**config.mk**
```make
export PLATFORM = sky130hd
export DESIGN_NAME = dvp_frame_gen
export DESIGN_NICKNAME = d
export VERILOG_FILES = /design/src/rtl/dvp_frame_gen.sv
export SDC_FILE = /design/constraint.sdc
export NUM_CORES = 1
export LEC_CHECK = 0
export CORE_MARGIN = 10
export CORE_UTILIZATION = 30
export CTS_BUF_LIST = sky130_fd_sc_hd__clkbuf_2 sky130_fd_sc_hd__clkbuf_4 sky130_fd_sc_hd__clkbuf_8
export DETAILED_ROUTE_END_ITERATION = 8
export PLACE_DENSITY = 0.48
export SETUP_SLACK_MARGIN = 0.4
export SYNTH_ARGS = -nofsm -noshare
export SYNTH_HDL_FRONTEND = slang
export SYNTH_SLANG_ARGS = --single-unit
export TNS_END_PERCENT = 50
```
**constraint.sdc**
```tcl
create_clock -name sys_clk -period 2.8 [get_ports sys_clk]
set_input_delay 0.56 -clock sys_clk [delete_from_list [all_inputs] [get_ports sys_clk]]
set_output_delay 0.56 -clock sys_clk [all_outputs]
set_load 0.05 [all_outputs]
```
**src/rtl/dvp_frame_gen.sv**
```systemverilog
// rtl/dvp_frame_gen.sv - DVP camera frame timing and test-pattern generator
//
// Ports:
//   sys_clk       sole clock
//   rst           synchronous active-high reset
//   pclk_en       beat enable; all timing advances only on enabled cycles
//   start_i       start request (honoured only while idle)
//   stop_i        finish the current frame, then return to idle
//   cont_i        continuous mode, sampled at each frame start
//   mode_i        data pattern select, sampled at each frame start
//   dvp_d_o       pixel data, 0 outside href
//   dvp_href_o    line-valid
//   dvp_vsync_o   frame sync, active high
//   dvp_hsync_o   line sync, active-low pulse
//   busy_o        frame in progress
//   frame_done_o  one-cycle end-of-frame pulse
//   frame_cnt_o   completed-frame count, wraps at 16 bits

module dvp_frame_gen #(
  parameter int                DATA_W        = 8,
  parameter int                H_ACTIVE      = 640,
  parameter int                BYTES_PER_PIX = 2,
  parameter int                V_ACTIVE      = 480,
  parameter int                VSYNC_CYC     = 4704,
  parameter int                VBP_CYC       = 20978,
  parameter int                HS_PRE_CYC    = 38,
  parameter int                HS_LOW_CYC    = 160,
  parameter int                HBP_CYC       = 80,
  parameter int                VFP_CYC       = 15402,
  parameter logic [DATA_W-1:0] CONST_VAL     = 8'hA5,
  parameter int                CNT_W         = 24
) (
  input  logic              sys_clk,
  input  logic              rst,
  input  logic              pclk_en,
  input  logic              start_i,
  input  logic              stop_i,
  input  logic              cont_i,
  input  logic [1:0]        mode_i,
  output logic [DATA_W-1:0] dvp_d_o,
  output logic              dvp_href_o,
  output logic              dvp_vsync_o,
  output logic              dvp_hsync_o,
  output logic              busy_o,
  output logic              frame_done_o,
  output logic [15:0]       frame_cnt_o
);

  localparam int LINE_BEATS = H_ACTIVE * BYTES_PER_PIX;

  // Terminal values of the per-state beat counter.
  localparam logic [CNT_W-1:0] VSYNC_LAST  = CNT_W'(VSYNC_CYC - 1);
  localparam logic [CNT_W-1:0] VBP_LAST    = CNT_W'(VBP_CYC - 1);
  localparam logic [CNT_W-1:0] HPRE_LAST   = CNT_W'(HS_PRE_CYC - 1);
  localparam logic [CNT_W-1:0] HSLOW_LAST  = CNT_W'(HS_LOW_CYC - 1);
  localparam logic [CNT_W-1:0] HBP_LAST    = CNT_W'(HBP_CYC - 1);
  localparam logic [CNT_W-1:0] ACTIVE_LAST = CNT_W'(LINE_BEATS - 1);
  localparam logic [CNT_W-1:0] VFP_LAST    = CNT_W'(VFP_CYC - 1);
  localparam logic [CNT_W-1:0] LINE_LAST   = CNT_W'(V_ACTIVE - 1);

  typedef enum logic [2:0] {
    IDLE, VSYNC, VBP, HPRE, HSLOW, HBP, ACTIVE, VFP
  } state_t;

  state_t           state;
  logic [CNT_W-1:0] cnt;        // beats spent in the current state
  logic [CNT_W-1:0] beat;       // active beats already emitted this frame
  logic [CNT_W-1:0] line;       // current active line
  logic [1:0]       mode_r;
  logic             cont_r;
  logic             stop_pend;
  logic [CNT_W-1:0] state_last;
  logic             last;

  always_comb begin
    state_last = '0;
    case (state)
      VSYNC:   state_last = VSYNC_LAST;
      VBP:     state_last = VBP_LAST;
      HPRE:    state_last = HPRE_LAST;
      HSLOW:   state_last = HSLOW_LAST;
      HBP:     state_last = HBP_LAST;
      ACTIVE:  state_last = ACTIVE_LAST;
      VFP:     state_last = VFP_LAST;
      default: state_last = '0;
    endcase
  end

  assign last = (cnt == state_last);

  function automatic logic [DATA_W-1:0] pattern(input logic [1:0]       m,
                                                input logic [CNT_W-1:0] b,
                                                input logic [CNT_W-1:0] col,
                                                input logic [CNT_W-1:0] l);
    case (m)
      2'd0:    return DATA_W'(b & CNT_W'(31));
      2'd1:    return DATA_W'(b);
      2'd2:    return CONST_VAL;
      default: return DATA_W'(col ^ l);
    endcase
  endfunction

  // Outputs are loaded from the state being entered, so they line up with
  // the state that the next cycle shows.
  always_ff @(posedge sys_clk) begin
    if (rst) begin
      state        <= IDLE;
      cnt          <= '0;
      beat         <= '0;
      line         <= '0;
      mode_r       <= 2'd0;
      cont_r       <= 1'b0;
      stop_pend    <= 1'b0;
      dvp_d_o      <= '0;
      dvp_href_o   <= 1'b0;
      dvp_vsync_o  <= 1'b0;
      dvp_hsync_o  <= 1'b1;
      busy_o       <= 1'b0;
      frame_done_o <= 1'b0;
      frame_cnt_o  <= 16'd0;
    end else begin
      frame_done_o <= 1'b0;
      // A stop request is remembered even on disabled beats.
      if (busy_o && stop_i) stop_pend <= 1'b1;
      if (pclk_en) begin
        case (state)
          IDLE: begin
            if (start_i) begin
              state       <= VSYNC;
              cnt         <= '0;
              beat        <= '0;
              line        <= '0;
              mode_r      <= mode_i;
              cont_r      <= cont_i;
              stop_pend   <= stop_i;
              dvp_vsync_o <= 1'b1;
              busy_o      <= 1'b1;
            end
          end
          VSYNC: begin
            if (last) begin
              state       <= VBP;
              cnt         <= '0;
              dvp_vsync_o <= 1'b0;
            end else cnt <= cnt + CNT_W'(1);
          end
          VBP: begin
            if (last) begin
              state <= HPRE;
              cnt   <= '0;
            end else cnt <= cnt + CNT_W'(1);
          end
          HPRE: begin
            if (last) begin
              state       <= HSLOW;
              cnt         <= '0;
              dvp_hsync_o <= 1'b0;
            end else cnt <= cnt + CNT_W'(1);
          end
          HSLOW: begin
            if (last) begin
              state       <= HBP;
              cnt         <= '0;
              dvp_hsync_o <= 1'b1;
            end else cnt <= cnt + CNT_W'(1);
          end
          HBP: begin
            if (last) begin
              state      <= ACTIVE;
              cnt        <= '0;
              dvp_href_o <= 1'b1;
              dvp_d_o    <= pattern(mode_r, beat, '0, line);
              beat       <= beat + CNT_W'(1);
            end else cnt <= cnt + CNT_W'(1);
          end
          ACTIVE: begin
            if (last) begin
              cnt        <= '0;
              dvp_href_o <= 1'b0;
              dvp_d_o    <= '0;
              line       <= line + CNT_W'(1);
              state      <= (line == LINE_LAST) ? VFP : HPRE;
            end else begin
              cnt     <= cnt + CNT_W'(1);
              dvp_d_o <= pattern(mode_r, beat, cnt + CNT_W'(1), line);
              beat    <= beat + CNT_W'(1);
            end
          end
          VFP: begin
            if (last) begin
              cnt          <= '0;
              frame_done_o <= 1'b1;
              frame_cnt_o  <= frame_cnt_o + 16'd1;
              // A stop arriving on this very beat still ends the run here.
              if (cont_r && !(stop_pend || stop_i)) begin
                state       <= VSYNC;
                beat        <= '0;
                line        <= '0;
                mode_r      <= mode_i;
                cont_r      <= cont_i;
                dvp_vsync_o <= 1'b1;
              end else begin
                state     <= IDLE;
                busy_o    <= 1'b0;
                stop_pend <= 1'b0;
              end
            end else cnt <= cnt + CNT_W'(1);
          end
          default: state <= IDLE;
        endcase
      end
    end
  end

endmodule

```
==> results of run 1 <==
timing repair:
action                                  4_1_cts  5_1_grt
buffers inserted                              9        4
gates resized for setup                      52       80
endpoints found under the setup margin       88       91
gates cloned                                  5        3
pin swaps                                    23       40
worst max path at each step:
stage                 endpoint  slack [ns]  cells past startpoint
2_1_floorplan          beat[6]       -0.04                     12
3_3_place_gp   frame_cnt_o[15]        -0.1                     11
3_5_place_dp    frame_cnt_o[5]       -0.12                     11
4_1_cts        frame_cnt_o[11]        0.05                     11
5_1_grt        frame_cnt_o[10]       -0.06                     12
6_report       frame_cnt_o[11]        0.05                     11
routing by layer:
metal | up-vias | track usage | wire length, um
met5 | - | 0 | 0
met4 | 0 | 0.0603 | 466
met2 | 173 | 0.247 | 9170
met3 | 46 | 0.0289 | 1060
li1 | 2903 | - | -
met1 | 2931 | 0.198 | 8650
flip-flops by register name, summed over array words and instances, names as in the netlist:
name          flops
beat              8
busy_o            1
cnt              24
cont_r            1
dvp_d_o           8
dvp_href_o        1
dvp_hsync_o       1
dvp_vsync_o       1
frame_cnt_o      16
frame_done_o      1
line             24
mode_r            2
state             3
stop_pend         1
worst min-delay path, delay by kind of cell, from the launching register on:
family / cells / cell delay, ns
DFF: 1 / 0.33
muxes: 1 / 0.06
and+or+nand+nor: 1 / 0.05
cells in the mapped netlist (4+ instances only):
library cell / n / area, um2
nand3_1: 42 / 210
xor2_1: 14 / 123
inv_1: 25 / 93.8
a31oi_1: 8 / 50.1
o311ai_0: 14 / 123
or3_1: 13 / 81.3
nor2_1: 47 / 176
nand2b_1: 4 / 25.0
o211ai_1: 6 / 45.0
o31ai_1: 12 / 90.1
or2_2: 6 / 37.5
and4_1: 7 / 61.3
and3_1: 12 / 75.1
mux2_2: 5 / 56.3
nor2b_1: 15 / 93.8
a21o_1: 5 / 37.5
buf_1: 5 / 18.8
o221ai_1: 11 / 96.3
nand2_1: 72 / 270
clkbuf_1: 36 / 135
dfxtp_1: 92 / 1840
ha_1: 8 / 100
and2_1: 8 / 50.1
nor4_1: 10 / 62.6
a21oi_1: 61 / 305
o22ai_1: 4 / 25.0
mux2i_1: 5 / 50.1
nand4_1: 15 / 93.8
a211oi_1: 14 / 105
o21ai_0: 40 / 200
nor3_1: 48 / 240
buf_2: 6 / 30.0
or4_1: 12 / 90.1
xnor2_1: 10 / 87.6
cells in the final DEF, fill, tap and decap left out, types with 10 or more instances in the layout:
cell type	instances
nor2_1	44
buf_4	61
a21oi_1	55
clkdlybuf4s50_1	35
nor2b_1	14
dfxtp_1	89
xor2_1	12
o221ai_1	11
o21ai_0	22
inv_1	23
or4_1	10
clkbuf_8	10
xnor2_1	10
o21ai_1	14
nand2_1	70
nor3_1	44
nand4_1	15
and3_1	11
nand3_1	40
buf_6	13
a211oi_1	12
or3_1	13
power by group through the flow:
| stage | sequential, mW | clock [mW] | combinational, mW |
|---|---|---|---|
| global route | 1.36 | 0.954 | 0.865 |
| floorplan | 1.38 | 0 | 0.362 |
| global placement | 1.38 | 0 | 0.592 |
| detailed placement | 1.38 | 0 | 0.595 |
| CTS | 1.35 | 0.903 | 0.681 |
| finish | 1.35 | 0.867 | 0.810 |
cell type report:
type                            count  area share
Timing Repair Buffer              121       0.160
Clock buffer                       11      0.0192
Multi-Input combinational cell    568       0.520
Tap cell                          229      0.0379
Inverter                           25      0.0131
Clock inverter                      5     0.00480
Sequential cell                    92       0.245
kinds of logic (layout without fill, tap and decap cells):
family / Yosys count / in the layout
adder cells (fa/ha/maj): 8 / 8
XOR/XNOR: 24 / 24
multiplexers: 10 / 10
AO/OA/AOI/OAI: 204 / 204
AND/OR/NAND/NOR: 322 / 322
buffers and inverters: 74 / 162
flip-flops: 92 / 92
==> results.md, run 1 <==
* Crit path max fanout at 8
* Number of synthesized flops with an enable pin at 0
* Via count at ~6,100
* Ys flop type: dfxtp_1
* Worst EP arrival at 3.07 ns
* CTS Buf Count at 9
* DP HPWL at around 13 mm
* Rel. slew slack at 0.518
* Longest Clk Path Bufs at 2
* Yosys cell types at 59
* Pre-CTS worst setup slack at -0.121 ns
* Clock input transition at the sequential cells of the worst setup and hold paths at 0.10 ns
* Die ar. at around 24,000 um2
* Total gr overflow at 0
* Setup violators final at 0
* Syn Area/Cell at 7.56 um2
* TritonCTS clock tree: built
* Synth Area in Adders at 0.0180
* Post-route non-filler standard cell count at 1,051
* Synth Area in Simple Gates at 0.299
* First-pass GRT wire length at 30.7 mm
* Outcome: finished, final reports clean
* Antenna fix cells at 0
* Area of the multi-input gates at just under 4000 um2
* Ys Warns at 0
* Drt pass-1 iters at 6
* Cell Pwr Density at between 400 and 500 nW/um2
* Layout Nets at 833
* Gate power share at 0.267
* Final worst slack at 0.0489 ns
* Worst setup EP type: flop
* Slew @ Worst Pin at a little over 0.7 ns
* WL/cell at 18.4 um
* Layout cell share with drive strength beyond 1 at 0.229
* Setup_tns at 0 ns
* Final Util at 0.418
* Placed Area at roughly 6600 um2
* Multiplexer share of the synthesized area at 0.0192
* Synth Instances at roughly 730
* Min Tclk post-route at about 2.8 ns
* FMAX at 0.363 GHz
* FF-to-FF Start: state[1]
* Worst hold slack at around 0.47 ns
* Min-delay src: dvp_d_o[5]
* Peak VDD IR at 0.000234 V
* CP required at 3.12 ns
* Number of global-route vias before repair at 5,829
* Worst setup path start: state[1]
* Async SR Flop Fraction at 0
* Starting Density at 0.307
* Fin crit share at 0.983
* Port Buffers at 36
* Initial antenna violation count at 0
* Area growth syn-to-layout at 36.1%
* Min-Delay Path Depth at 2
* CTS Root Cell: clkbuf_8
* Worst skew pair latency at 0.38 ns
* H-tree lvl count at 3
* Via-to-Cell Ratio at 5.76
* Clock net sink count at 92
* R2R cell count at 11
* Die height at between 150 and 200 um
* Final Skew at 0.0132 ns
* I/O pin cnt at 37
* Fin. max-slew vios at 0
* Capturing point of the worst reg2reg path: frame_cnt_o[11]
* Slowest stage cell on the critical path: or4b_1
* Die width at 156 um
* Main combinational cell family by area after synthesis: simple AND/OR/NAND/NOR gates
* RSZ-0062 raised after global routing: yes
* Cell leakage power at 2.55 nW
* Post-route cell area at between 7000 and 8000 um2
* Startpoint types: flop
* Max-Cap Viols at 0
* Flop pwr share at 0.447
* Hold buffer count at cts at 0
* Remaining routing DRC violations at 0
* ANT nets after route at 0
* Pin count of the biggest net entering global routing at 50
* Cell Area, Synth at 5550 um2
* Overall global routing resource usage at 0.154
* P_int at about 2.0 mW
* CORE AREA at 18,100 um2
* Clock share of power at 0.286
* Yosys reg bits at between 90 and 100
* Final hold viol count at 0
* Initial DRC count at 488
* Max incr delay on CP at approximately 0.47 ns
* Complex-gate fraction of the synthesized area at 0.241
* Setup CP Type: reg -> reg
* Critical path buffers and inverters at 3
* Synth Net Count at 750
* Min-Delay Endpoint: dvp_d_o[5]
* Crit-path cells: inv_4, ha_4, a2111o_1, xor2_1, a31oi_2, and4_4, nand4_1, buf_6, buf_12, or4b_1, a21oi_1
* Xor/xnor share of the synthesized area at 0.0379
* Sw Share at 0.328
* Placed cells at 1,014
* Rows at just under 50
* Reg2reg setup slack at 0.05 ns
* Total power at 3.03 mW
* Routability congestion estimate at 0.848
* Fill cells at 1,807
* Reg area at 1850 um2
* Routed wire length at between 15 and 20 mm
* Post-synthesis sequential area ratio at 0.332
* Min-delay worst type: reg -> reg
* Psw at 0.995 mW
* Top delay family on crit path: simple AND/OR/NAND/NOR gates
(Power assumes the default switching activity.)
==> inputs of run 2 (changes only) <==
Settings changed: PLACE_DENSITY 0.48 to 0.46.
==> run 2 against run 1 <==
Against the previous run:
- total power is 2.3% higher
- clock power up 1%
- clock skew grew 0.0071 ns
- largest cell class unchanged
- worst setup slack improved by 0.00095 ns
- die area unchanged
- non-clock buffer count increased by 8
- worst hold slack worse by 0.0037 ns
- wire length down 1.7%
==> results.md, run 2 (synthesis results as in run 1) <==
* Outcome: finished, final reports clean
* Port Buffers at 36
* Longest Clk Path Bufs at 2
* Fill cells at ~1,800
* Worst setup EP type: flop
* Routed wire length at around 19 mm
* Reg area at 1850 um2
* FMAX at 0.364 GHz
* Final hold viol count at 0
* CTS Root Cell: clkbuf_8
* Worst EP arrival at 3.05 ns
* Commonest non-fill, non-tap cell in the layout: dfxtp_1
* Routability congestion estimate at 0.848
* Fin. max-slew vios at 0
* Cell Pwr Density at 402 nW/um2
* Sw Share at 0.339
* Worst skew pair latency at 0.39 ns
* Most frequent cells in the layout: dfxtp_1 (90), nand2_1 (70), buf_4 (68), a21oi_1 (55), nor2_1 (44)
* Number of global-route vias before repair at 5,756
* P_int at 2.05 mW
* Min Tclk post-route at ~2.8 ns
* H-tree lvl count at 3
* Antenna fix cells at 0
* Max-Cap Viols at 0
* Drt pass-1 iters at 5
* Rows at 49
* Via-to-Cell Ratio at 5.58
* Clock share of power at 0.284
* Via count at 5,908
* Die height at 156 um
* Largest regs: cnt (24), line (24), frame_cnt_o (16)
* Final worst slack at 0.0499 ns
* Starting Density at 0.307
* DP HPWL at 13.2 mm
* Crit path max fanout at 7
* WL/cell at 18.0 um
* Layout Nets at 841
* RSZ-0062 raised after global routing: yes
* ANT nets after route at 0
* Die ar. at 24,300 um2
* Initial DRC count at 309
* Remaining routing DRC violations at 0
* Rel. slew slack at 0.424
* Area growth syn-to-layout at 38.9%
* Die width at 156 um
* Final Skew at 0.0203 ns
* Cell leakage power at 2.61 nW
* Worst hold slack at 0.470 ns
* Min-delay worst type: reg -> reg
* Flop pwr share at 0.436
* Overall global routing resource usage at 0.154
* Startpoint types: flop
* Layout cell share with drive strength beyond 1 at 0.259
* I/O pin cnt at 37
* Clock net sink count at between 90 and 100
* Psw at 1.05 mW
* First-pass GRT wire length at 30.9 mm
* CP required at 3.10 ns
* Area of the multi-input gates at 4010 um2
* Total gr overflow at 0
* Setup CP Type: reg -> reg
* Peak VDD IR at 0.000273 V
* CTS Buf Count at 9
* CORE AREA at 18,100 um2
* Clock input transition at the sequential cells of the worst setup and hold paths at roughly 0.11 ns
* TritonCTS clock tree: built
* Setup violators final at 0
* Total power at 3.10 mW
* Initial antenna violation count at 0
* Gate power share at 0.280
* Slew @ Worst Pin at 0.859 ns
* Pre-CTS worst setup slack at -0.108 ns
* Pin count of the biggest net entering global routing at 28
* Fin crit share at 0.982
run 2: cell count changes in the layout (fill, tap and decap cells not counted), sizes merged:
cell | previous run | this run
buf | 82 | 92
clkbuf | 13 | 10
clkinvlp | 3 | 2
inv | 26 | 28
run 2: per-stage QoR:
| stage | cell area [um2] | std cells | TNS [ns] | utilization |
|---|---|---|---|---|
| final | 7710 | 1059 | 0 | 0.426 |
| after detailed placement | 6630 | 1019 | -0.799 | 0.367 |
| after global placement | 6630 | 1019 | -0.303 | 0.367 |
| after global routing | 7710 | 1059 | -0.791 | 0.426 |
| after CTS | 7430 | 1055 | 0 | 0.411 |
| after floorplan | 5660 | 734 | -0.0533 | - |
run 2: power groups by stage:
stage,Sequential [mW],Combinational [mW],Clock [mW]
2_1_floorplan,1.38,0.362,0
3_3_place_gp,1.38,0.603,0
3_5_place_dp,1.38,0.607,0
4_1_cts,1.35,0.790,0.916
5_1_grt,1.36,0.925,0.957
6_report,1.35,0.868,0.879
run 2: path summary, 6_finish.rpt:
check | startpoint | end | slack [ns] | cells past startpoint
worst max-delay path | state[0] | beat[6] | 0.05 | 10
worst min-delay path | dvp_d_o[6] | dvp_d_o[6] | 0.47 | 2
worst max register to register | state[0] | beat[6] | 0.05 | 10
worst min register to register | dvp_d_o[6] | dvp_d_o[6] | 0.47 | 2
run 2: layout make-up:
cell class	count	area share
inverter	25	0.0128
clock buffer	10	0.0170
tap	229	0.0372
multi-input combinational	568	0.520
timing repair buffer	129	0.167
sequential	92	0.240
clock inverter	6	0.00600
run 2: layer usage:
layer | track usage | share of wire | wire, um | up-vias
met4 | 0.0450 | 0.017 | 331 | 0
met3 | 0.0284 | 0.036 | 693 | 23
li1 | - | - | - | 2922
met5 | 0 | 0 | 0 | -
met1 | 0.202 | 0.46 | 8820 | 2859
met2 | 0.252 | 0.48 | 9170 | 104
run 2: worst max-delay path: stages (launching register included):
cell	delay, ns
dfxtp_4	0.40
inv_4	0.05
ha_4	0.17
a2111o_1	0.41
xor2_1	0.16
a31oi_2	0.17
and4_4	0.26
buf_6	0.10
a21oi_4	0.04
or4b_4	0.56
o41ai_4	0.31
run 2: repair_timing:
action | CTS | global route
pin swaps | 36 | 42
gates cloned | 5 | 0
resized for setup | 83 | 67
hold buffers | 0 | 0
setup buffers | 15 | 4
endpoints found under the setup margin | 88 | 91
==> inputs of run 3 (changes only) <==
Settings changed: SKIP_CTS_REPAIR_TIMING set to 1.
==> run 3 against run 2 <==
Against the previous run:
- clock skew is essentially flat
- register-to-register slack got worse by 0.04 ns
- die area unchanged
- clock-buffer cell count unchanged
- flip-flop and latch count stayed put
- critical path depth is 1 higher
- critical endpoint is now frame_cnt_o[8]
- largest cell class unchanged
==> results.md, run 3 (synthesis results as in run 1) <==
* Outcome: finished, final reports clean
* Largest regs: cnt (24), line (24), frame_cnt_o (16)
* ANT nets after route at 0
* GRT Max-Usage Layer: met2
* Final hold viol count at 0
* Cell with the most instances on the worst path: buf_6
* Flop pwr share at 0.438
* Min-delay worst type: reg -> reg
* Clock input transition at the sequential cells of the worst setup and hold paths at 0.11 ns
* Longest Clk Path Bufs at 2
* Fin. max-slew vios at 0
* TritonCTS clock tree: built
* RSZ-0062 raised after global routing: yes
* Worst hold slack at 0.470 ns
* I/O pin cnt at 37
* Peak VDD IR at 0.000264 V
* Routability congestion estimate at 0.848
* CP required at around 3.1 ns
* Grt met2 use at 0.239
* CTS Root Cell: clkbuf_8
* Overall global routing resource usage at 0.148
* Routed wire length at 19.1 mm
* Antenna fix cells at 0
* Pin count of the biggest net entering global routing at 32
* Rel. slew slack at 0.436
* Cell leakage power at 2.55 nW
* Final Skew at 0.0207 ns
* Die width at 156 um
* CORE AREA at 18,100 um2
* Number of global-route vias before repair at 5,484
* Psw at roughly 1.1 mW
* Die height at ~160 um
* Crit path max fanout at 8
* Pre-CTS worst setup slack at -0.108 ns
* DP HPWL at 13.2 mm
* FMAX at ~0.36 GHz
* Slew @ Worst Pin at around 0.84 ns
* Layout cell share with drive strength beyond 1 at 0.259
* Die ar. at between 20,000 and 25,000 um2
* Placed Area at 6630 um2
* Remaining routing DRC violations at 0
* Layout Nets at 833
* M1 GR Usage at 0.198
* Most frequent cells in the layout: dfxtp_1 (89), nand2_1 (70), buf_4 (61), a21oi_1 (53), nor2_1 (45)
* Cell Pwr Density at 402 nW/um2
* Initial antenna violation count at 0
* Slowest stage cell on the critical path: or4_4
* Critical path buffers and inverters at 3
* First-pass GRT wire length at 29.7 mm
* Area growth syn-to-layout at 38.3%
* Crit-path cells: buf_6, ha_4, a2111o_1, xor2_1, a31oi_2, and4_4, nand4_1, buf_6, buf_12, or4_4, a21oi_2
* Worst EP arrival at 3.11 ns
* CTS Buf Count at 9
* GR Layer Usage met3 at 0.0276
* WL/cell at roughly 18 um
* Setup violators final at 0
* Setup CP Type: reg -> reg
* Gate power share at 0.277
* Worst setup EP type: flop
* Rows at 49
* Initial DRC count at 375
* Max incr delay on CP at around 0.47 ns
* Via-to-Cell Ratio at 5.63
* Final worst slack at 0.00745 ns
* Max-Cap Viols at 0
* P_int at 2.03 mW
* Worst skew pair latency at 0.39 ns
* Clock net sink count at 92
* Post-route cell area at 7680 um2
* Final Util at 0.424
* Via count at 5,921
* Startpoint types: flop
* Sw Share at 0.341
* Drt pass-1 iters at 5
* H-tree lvl count at 3
* Fin crit share at 0.997
* Starting Density at 0.307
* Commonest non-fill, non-tap cell in the layout: dfxtp_1
* Top delay family on crit path: simple AND/OR/NAND/NOR gates
* Min Tclk post-route at ~2.8 ns
* Total gr overflow at 0
* Clock share of power at 0.285
* Fill cells at 1,776
* Port Buffers at 36
[run 3: changes by cell type in the layout (fill, tap and decap cells not counted), sizes merged]
cell    change
clkbuf      +4
bufbuf      -2
buf        -10
[run 3: worst paths after layout]
| kind | startpoint | end | slack [ns] | cells past startpoint |
|---|---|---|---|---|
| worst min-delay path | dvp_d_o[6] | dvp_d_o[6] | 0.47 | 2 |
| worst max register to register | state[0] | frame_cnt_o[8] | 0.007 | 11 |
| worst min register to register | dvp_d_o[6] | dvp_d_o[6] | 0.47 | 2 |
| worst max-delay path | state[0] | frame_cnt_o[8] | 0.007 | 11 |
[run 3: power groups by stage]
stage          sequential [mW]  clock [mW]  combinational, mW
3_5_place_dp              1.38           0              0.607
3_3_place_gp              1.38           0              0.603
4_1_cts                   1.35       0.916              0.609
6_report                  1.35       0.880              0.853
2_1_floorplan             1.38           0              0.362
5_1_grt                   1.36       0.956              0.913
[run 3: worst reg2reg max path: stages, from the launching register on]
cell and delay, ns:
dfxtp_4 0.38, buf_6 0.12, ha_4 0.16, a2111o_1 0.41
xor2_1 0.16, a31oi_2 0.18, and4_4 0.29, nand4_1 0.11
buf_6 0.16, buf_12 0.13, or4_4 0.47, a21oi_2 0.15
[run 3: area by class of cell]
class	instances	area (um2)	area share
timing repair buffer	121	1190	0.156
inverter	25	96.3	0.0125
multi-input combinational	568	4070	0.530
tap	229	287	0.0373
clock inverter	6	46.3	0.00603
clock buffer	10	131	0.0171
sequential	92	1850	0.241
[run 3: metrics by stage]
stage	cells	TNS [ns]	total power [mW]
2_1_floorplan	734	-0.0533	1.75
3_3_place_gp	1019	-0.303	1.98
3_5_place_dp	1019	-0.799	1.99
4_1_cts	1035	-1.56	2.88
5_1_grt	1051	-1.38	3.23
6_report	1051	0	3.09
[run 3: metal layers]
layer  routed length, um  part of all wire  vias to the layer above
met4                 212             0.011                        0
met3                 825             0.043                       15
met2                9240              0.48                      136
met5                   0                 0                        -
met1                8830              0.46                     2861
li1                    -                 -                     2909
